[src/rtl/div_arbiter_if.sv]
// Signal bundle between div_arbiter, its two operand clients, the shared divider
// and the response consumer. The arbiter takes the slave view.
interface div_arbiter_if #(
  parameter int WIDTH = 16
);
  logic             req0, req1;
  logic [WIDTH-1:0] dvd0, dvd1, dvs0, dvs1;
  logic             ack0, ack1;
  logic             div_start;
  logic [WIDTH-1:0] div_dividend, div_divisor;
  logic             div_done;
  logic [WIDTH-1:0] div_quotient, div_remainder;
  logic             rsp_valid, rsp_ready, rsp_id, rsp_err;
  logic [WIDTH-1:0] rsp_quotient, rsp_remainder;

  modport slave (
    input  req0, req1, dvd0, dvd1, dvs0, dvs1,
    input  div_done, div_quotient, div_remainder, rsp_ready,
    output ack0, ack1, div_start, div_dividend, div_divisor,
    output rsp_valid, rsp_id, rsp_err, rsp_quotient, rsp_remainder
  );

  modport master (
    output req0, req1, dvd0, dvd1, dvs0, dvs1,
    output div_done, div_quotient, div_remainder, rsp_ready,
    input  ack0, ack1, div_start, div_dividend, div_divisor,
    input  rsp_valid, rsp_id, rsp_err, rsp_quotient, rsp_remainder
  );
endinterface

[src/rtl/div_arbiter.sv]
// Round-robin arbiter/sequencer in front of the shared restoring divider, with
// local divide-by-zero handling and a watchdog for a divider that never answers.
module div_arbiter #(
  parameter int WIDTH   = 16,
  parameter int TIMEOUT = 64
) (
  input logic          clk,
  input logic          rst,
  div_arbiter_if.slave bus
);
  typedef enum logic [1:0] {S_IDLE, S_WAIT, S_RESP} state_t;

  localparam int CW      = (TIMEOUT > 1) ? $clog2(TIMEOUT) : 1;
  localparam int WD_LAST = (TIMEOUT > 0) ? TIMEOUT - 1 : 0;

  state_t           state_q, state_d;
  logic             last_q, last_d;
  logic [CW-1:0]    wd_q, wd_d;
  logic             ack0_q, ack0_d, ack1_q, ack1_d, start_q, start_d;
  logic [WIDTH-1:0] dvd_q, dvd_d, dvs_q, dvs_d;
  logic             valid_q, valid_d, id_q, id_d, err_q, err_d;
  logic [WIDTH-1:0] quo_q, quo_d, rem_q, rem_d;

  logic             gnt;
  logic [WIDTH-1:0] g_dvd, g_dvs;
  logic             wd_expired;

  // On a tie the client that was not served last wins.
  assign gnt   = (bus.req0 && bus.req1) ? ~last_q : bus.req1;
  assign g_dvd = gnt ? bus.dvd1 : bus.dvd0;
  assign g_dvs = gnt ? bus.dvs1 : bus.dvs0;

  assign wd_expired = (TIMEOUT != 0) && (wd_q == CW'(WD_LAST));

  always_comb begin
    state_d = state_q;
    last_d  = last_q;
    wd_d    = wd_q;
    ack0_d  = 1'b0;
    ack1_d  = 1'b0;
    start_d = 1'b0;
    dvd_d   = dvd_q;
    dvs_d   = dvs_q;
    valid_d = valid_q;
    id_d    = id_q;
    err_d   = err_q;
    quo_d   = quo_q;
    rem_d   = rem_q;
    unique case (state_q)
      S_IDLE: begin
        if (bus.req0 || bus.req1) begin
          ack0_d = ~gnt;
          ack1_d = gnt;
          id_d   = gnt;
          last_d = gnt;
          if (g_dvs != '0) begin
            dvd_d   = g_dvd;
            dvs_d   = g_dvs;
            start_d = 1'b1;
            wd_d    = '0;
            state_d = S_WAIT;
          end else begin
            quo_d   = '1;
            rem_d   = g_dvd;
            err_d   = 1'b1;
            valid_d = 1'b1;
            state_d = S_RESP;
          end
        end
      end
      S_WAIT: begin
        // start_q marks the first WAIT cycle, where a done pulse cannot be ours.
        if (!start_q && bus.div_done) begin
          quo_d   = bus.div_quotient;
          rem_d   = bus.div_remainder;
          err_d   = 1'b0;
          valid_d = 1'b1;
          state_d = S_RESP;
        end else if (wd_expired) begin
          quo_d   = '0;
          rem_d   = '0;
          err_d   = 1'b1;
          valid_d = 1'b1;
          state_d = S_RESP;
        end else begin
          wd_d = wd_q + 1'b1;
        end
      end
      S_RESP: begin
        if (bus.rsp_ready) begin
          valid_d = 1'b0;
          state_d = S_IDLE;
        end
      end
      default: state_d = S_IDLE;
    endcase
  end

  always_ff @(posedge clk or posedge rst) begin
    if (rst) begin
      state_q <= S_IDLE;
      last_q  <= 1'b1;
      wd_q    <= '0;
      ack0_q  <= 1'b0;
      ack1_q  <= 1'b0;
      start_q <= 1'b0;
      dvd_q   <= '0;
      dvs_q   <= '0;
      valid_q <= 1'b0;
      id_q    <= 1'b0;
      err_q   <= 1'b0;
      quo_q   <= '0;
      rem_q   <= '0;
    end else begin
      state_q <= state_d;
      last_q  <= last_d;
      wd_q    <= wd_d;
      ack0_q  <= ack0_d;
      ack1_q  <= ack1_d;
      start_q <= start_d;
      dvd_q   <= dvd_d;
      dvs_q   <= dvs_d;
      valid_q <= valid_d;
      id_q    <= id_d;
      err_q   <= err_d;
      quo_q   <= quo_d;
      rem_q   <= rem_d;
    end
  end

  assign bus.ack0          = ack0_q;
  assign bus.ack1          = ack1_q;
  assign bus.div_start     = start_q;
  assign bus.div_dividend  = dvd_q;
  assign bus.div_divisor   = dvs_q;
  assign bus.rsp_valid     = valid_q;
  assign bus.rsp_id        = id_q;
  assign bus.rsp_err       = err_q;
  assign bus.rsp_quotient  = quo_q;
  assign bus.rsp_remainder = rem_q;
endmodule

[src/flat_wrapper.sv]
// flat-port wrapper written by rule: the top's interface ports become plain ports
module div_arbiter_flat 
#(
  parameter int WIDTH   = 16,
  parameter int TIMEOUT = 64
)
  (clk, rst, bus_req0, bus_req1, bus_dvd0, bus_dvd1, bus_dvs0, bus_dvs1, bus_div_done, bus_div_quotient, bus_div_remainder, bus_rsp_ready, bus_ack0, bus_ack1, bus_div_start, bus_div_dividend, bus_div_divisor, bus_rsp_valid, bus_rsp_id, bus_rsp_err, bus_rsp_quotient, bus_rsp_remainder);
  div_arbiter_if #(.WIDTH(WIDTH)) bus_i ();
  input logic clk;
  input logic rst;
  input wire logic [$bits(bus_i.req0)-1:0] bus_req0;
  input wire logic [$bits(bus_i.req1)-1:0] bus_req1;
  input wire logic [$bits(bus_i.dvd0)-1:0] bus_dvd0;
  input wire logic [$bits(bus_i.dvd1)-1:0] bus_dvd1;
  input wire logic [$bits(bus_i.dvs0)-1:0] bus_dvs0;
  input wire logic [$bits(bus_i.dvs1)-1:0] bus_dvs1;
  input wire logic [$bits(bus_i.div_done)-1:0] bus_div_done;
  input wire logic [$bits(bus_i.div_quotient)-1:0] bus_div_quotient;
  input wire logic [$bits(bus_i.div_remainder)-1:0] bus_div_remainder;
  input wire logic [$bits(bus_i.rsp_ready)-1:0] bus_rsp_ready;
  output wire logic [$bits(bus_i.ack0)-1:0] bus_ack0;
  output wire logic [$bits(bus_i.ack1)-1:0] bus_ack1;
  output wire logic [$bits(bus_i.div_start)-1:0] bus_div_start;
  output wire logic [$bits(bus_i.div_dividend)-1:0] bus_div_dividend;
  output wire logic [$bits(bus_i.div_divisor)-1:0] bus_div_divisor;
  output wire logic [$bits(bus_i.rsp_valid)-1:0] bus_rsp_valid;
  output wire logic [$bits(bus_i.rsp_id)-1:0] bus_rsp_id;
  output wire logic [$bits(bus_i.rsp_err)-1:0] bus_rsp_err;
  output wire logic [$bits(bus_i.rsp_quotient)-1:0] bus_rsp_quotient;
  output wire logic [$bits(bus_i.rsp_remainder)-1:0] bus_rsp_remainder;
  assign bus_i.req0 = bus_req0;
  assign bus_i.req1 = bus_req1;
  assign bus_i.dvd0 = bus_dvd0;
  assign bus_i.dvd1 = bus_dvd1;
  assign bus_i.dvs0 = bus_dvs0;
  assign bus_i.dvs1 = bus_dvs1;
  assign bus_i.div_done = bus_div_done;
  assign bus_i.div_quotient = bus_div_quotient;
  assign bus_i.div_remainder = bus_div_remainder;
  assign bus_i.rsp_ready = bus_rsp_ready;
  assign bus_ack0 = bus_i.ack0;
  assign bus_ack1 = bus_i.ack1;
  assign bus_div_start = bus_i.div_start;
  assign bus_div_dividend = bus_i.div_dividend;
  assign bus_div_divisor = bus_i.div_divisor;
  assign bus_rsp_valid = bus_i.rsp_valid;
  assign bus_rsp_id = bus_i.rsp_id;
  assign bus_rsp_err = bus_i.rsp_err;
  assign bus_rsp_quotient = bus_i.rsp_quotient;
  assign bus_rsp_remainder = bus_i.rsp_remainder;
  div_arbiter #(.WIDTH(WIDTH), .TIMEOUT(TIMEOUT)) u_core (.clk(clk), .rst(rst), .bus(bus_i));
endmodule
[config.mk]
export PLATFORM = sky130hd
export DESIGN_NAME = div_arbiter_flat
export DESIGN_NICKNAME = d
export VERILOG_FILES = /design/src/rtl/div_arbiter_if.sv /design/src/rtl/div_arbiter.sv /design/src/flat_wrapper.sv
export SDC_FILE = /design/constraint.sdc
export NUM_CORES = 1
export LEC_CHECK = 0
export BUFFER_PORTS_ARGS = -buffer_cell sky130_fd_sc_hd__buf_2
export CAP_MARGIN = 20
export CELL_PAD_IN_SITES_DETAIL_PLACEMENT = 2
export CELL_PAD_IN_SITES_GLOBAL_PLACEMENT = 2
export CORE_MARGIN = 2
export CORE_UTILIZATION = 27
export DETAILED_ROUTE_END_ITERATION = 8
export GPL_TIMING_DRIVEN = 0
export PLACE_DENSITY_LB_ADDON = 0.1
export RECOVER_POWER = 50
export SLEW_MARGIN = 10
export SYNTH_ARGS = -nofsm -noshare
export SYNTH_HDL_FRONTEND = slang
export SYNTH_SLANG_ARGS = --single-unit
export TNS_END_PERCENT = 10
[constraint.sdc]
create_clock -name clk -period 3 [get_ports clk]
set_input_delay 0.15 -clock clk [delete_from_list [all_inputs] [get_ports clk]]
set_output_delay 0.15 -clock clk [all_outputs]
set_load 0.01 [all_outputs]
==> impl_metrics.csv <==
group,metric,value,unit
outcome,status,"complete, but fails checks",
outcome,violations,"capacitance limit, slew limit",
finish,fillers,1617,
route,drtIter0Drc,123,
logic_synthesis,syn_area_per_cell,9.78,µm²
global_route,grt_usage,18.8,%
route,drtAntennaViolNets,0,
logic_synthesis,netlist_area,0.00383,mm²
finish,nNetsFinal,679,
global_route,grt_pass1_vias,3989,
power_and_ir_drop,max-vdd-ir-drop,0.000348,V
sta,hold_viol,0,
logic_synthesis,yosysWarningCount,0,
global_route,grt_overflow,0,
power_and_ir_drop,switching_share,40.1,%
worst_setup_path,cp_cell_sequence,"ha_1, and3_1, nand2_1, nor2_1, clkbuf_1, o21ai_0, o21a_1",
power_and_ir_drop,switching_power,2140,µW
floorplan,pin_count,172,
power_and_ir_drop,internal_power,3210,µW
worst_setup_path,crit_arrival,2.56,ns
power_and_ir_drop,seq_power_share,34.6,%
route,viasPerCell,4.86,
finish,final_common_cell,"buf_2",
power_and_ir_drop,combinationalPowerShare,44.2,%
sta,slew_headroom,-31.2,%
logic_synthesis,ys_ff_latch,79,
power_and_ir_drop,p_leak,0.00235,µW
cts,cts_buffer_depth,2,
global_route,antenna_found_initial,0,
floorplan,initial_utilization,27.6,%
floorplan,core,0.0139,mm²
route,vias,3701,
worst_setup_path,worstSetupEndpointType,"flip-flop",
global_route,grt_max_degree,42,
worst_setup_path,cp-start-kind,"flip-flop",
sta,slew_viol_final,41,
sta,fin_crit_sh,77.5,%
cts,cts_sinks,79,
floorplan,die_x,123,µm
floorplan,die_h,123,µm
global_route,grt_pass1_wl,21600,µm
cts,numCtsBuffers,9,
worst_setup_path,crit_slowest_cell,"dfrtp_1",
route,routed_wl,13900,µm
worst_setup_path,worst_path_largest_cell_delay,0.44,ns
worst_hold_path,hold_class,"in -> reg",
logic_synthesis,synthCells,392,
cts,cts_htree_levels,3,
logic_synthesis,synth_edf_count,0,
power_and_ir_drop,power.density,1040,mW/mm²
route,drc,0,
job,cap_violations,1,
worst_setup_path,worst_ep_required_time,3.23,ns
placement,dp_cells,744,
sta,layout_setup_ws,0.675,ns
worst_setup_path,crit_type,"reg -> reg",
worst_setup_path,crit_family,"simple AND/OR/NAND/NOR gates",
cts,cts_hold_buf,1,
logic_synthesis,post_synth_num_cell_types,43,
placement,port-buffer-count,171,
floorplan,row_count,43,
sta,setup_violations,0,
placement,dp_hpwl,10700,µm
finish,antenna_cells,0,
sta,fmax,430,MHz
cts,cts_resized,0,
route,drt-wirelength-per-cell,18.2,µm
worst_setup_path,cp_num_buf_inv,1,
finish,final_cells,761,
sta,min_period,2.32,ns
finish,fin_util,37.2,%
logic_synthesis,synthesis.nets,495,
finish,synthToLayoutAreaGrowth,34.8,%
cts,cts-root-buf,"clkbuf_16",
sta,worst_pin_slew,1.96,ns
cts,post_cts_buffers,0,
sta,rsz0062_at_grt,"no",
power_and_ir_drop,clockPowerShare,21.2,%
logic_synthesis,ys_seq_area_share,51.6,%
cts,clk_latency,0.34,ns
finish,drive_above_1_share,27.4,%
route,drtPass1Iterations,4,
worst_setup_path,path_max_fanout,10,
logic_synthesis,async_flop_share,100,%
finish,layout_common_cells,"108 x buf_2, 79 x clkbuf_1, 78 x dfrtp_1, 55 x nor2_1, 53 x nand2_1",
power_and_ir_drop,power,5350,µW
cts,tritoncts,"built",
floorplan,dieArea,0.0152,mm²
logic_synthesis,synth-main-ff-cell,"dfrtp_1",
sta,fin_skew,0.00453,ns
sta,hold_ws,0.0383,ns
cts,clk_pin_slew_worst_paths,0.06,ns
placement,post-place-ws,0.716,ns
placement,gp_congestion,0.799,
-- synthesized netlist by cell type, drive strengths merged, types with 2 or more instances --
cell type	instances	area [µm²]
nand2	53	199
o21a	16	120
nand4	4	25.0
nor3	4	36.3
nor2	56	213
inv	6	22.5
and3	2	12.5
and2	2	12.5
a31oi	16	100
buf	15	106
nand2b	2	12.5
a22o	2	17.5
a31o	3	26.3
mux2	16	225
mux2i	17	170
nor4	8	50.1
o21ai	36	180
a21o	5	37.5
clkbuf	9	33.8
a21oi	22	110
dfrtp	78	1950
nand3	8	40.0
-- kinds of logic (layout without fill, tap and decap cells) --
family                   count (synthesis)  after routing  share of synthesized area, %
adder cells (fa/ha/maj)                  1              1                         0.326
multiplexers                            33             33                          10.3
flip-flops                              79             79                          51.6
AND/OR/NAND/NOR                        142            142                          16.2
AO/OA/AOI/OAI                          107            107                          17.3
buffers and inverters                   30            219                          4.24
-- area by class of cell --
| cell class | count | area (µm²) | share of cell area, % |
|---|---|---|---|
| Buffer | 24 | 140 | 2.71 |
| Clock buffer | 11 | 253 | 4.89 |
| Clock inverter | 5 | 56.3 | 1.09 |
| Inverter | 6 | 23.8 | 0.460 |
| Multi-Input combinational cell | 283 | 1690 | 32.8 |
| Sequential cell | 79 | 1980 | 38.3 |
| Tap cell | 180 | 225 | 4.36 |
| Timing Repair Buffer | 173 | 798 | 15.4 |
-- worst paths after layout --
kind	from	slack [ns]	depth (start not counted)	end
min reg2reg	u_core.bus.rsp_quotient[7]	0.49	1	u_core.bus.rsp_quotient[7]
min in group asynchronous	rst	0.86	3	u_core.bus.div_divisor[2]
max in group asynchronous	rst	1.19	4	u_core.last_q
min	bus_rsp_ready	0.04	2	u_core.bus.rsp_valid
max	u_core.wd_q[0]	0.68	7	u_core.bus.rsp_quotient[2]
max reg2reg	u_core.wd_q[0]	0.68	7	u_core.bus.rsp_quotient[2]
-- sequential cells by signal, summed over array words and instances (netlist names) --
| register | flops |
|---|---|
| u_core.bus.rsp_valid | 1 |
| u_core.state_q | 2 |
| u_core.bus.rsp_remainder | 16 |
| u_core.bus.rsp_quotient | 16 |
| u_core.bus.ack1 | 1 |
| u_core.bus.rsp_err | 1 |
| u_core.bus.ack0 | 1 |
| u_core.bus.div_start | 1 |
| u_core.bus.div_divisor | 16 |
| u_core.bus.rsp_id | 1 |
| u_core.wd_q | 6 |
| u_core.last_q | 1 |
| u_core.bus.div_dividend | 16 |
-- layer usage --
metal | vias up | routed length (µm) | global-route usage (%)
met5 | - | 0 | 0
met4 | 0 | 189 | 5.75
met3 | 14 | 605 | 3.04
met2 | 81 | 7200 | 33.2
met1 | 1855 | 5880 | 23.5
li1 | 1751 | - | -
-- power by group through the flow --
stage	registers (µW)	logic (µW)	clock network (µW)
floorplan	2040	1310	0
global placement	1840	2450	0
detailed placement	1860	2520	0
CTS	1850	2540	1180
global route	1930	2630	1220
finish	1850	2360	1140
-- worst reg2reg max path, cell delays in order, from the launching register on --
cell and delay [ns]:
dfrtp_1 0.44, ha_1 0.25, and3_1 0.28, nand2_1 0.17, nor2_1 0.39, clkbuf_1 0.37, o21ai_0 0.19, o21a_1 0.14
-- through the flow --
stage,instance area (µm²),TNS [ns]
floorplan,3830,0
global placement,4910,-34.05
detailed placement,4940,0
CTS,5260,0
global route,5170,0
finish,5170,0
Note: power is estimated with default switching activity, not from simulation.
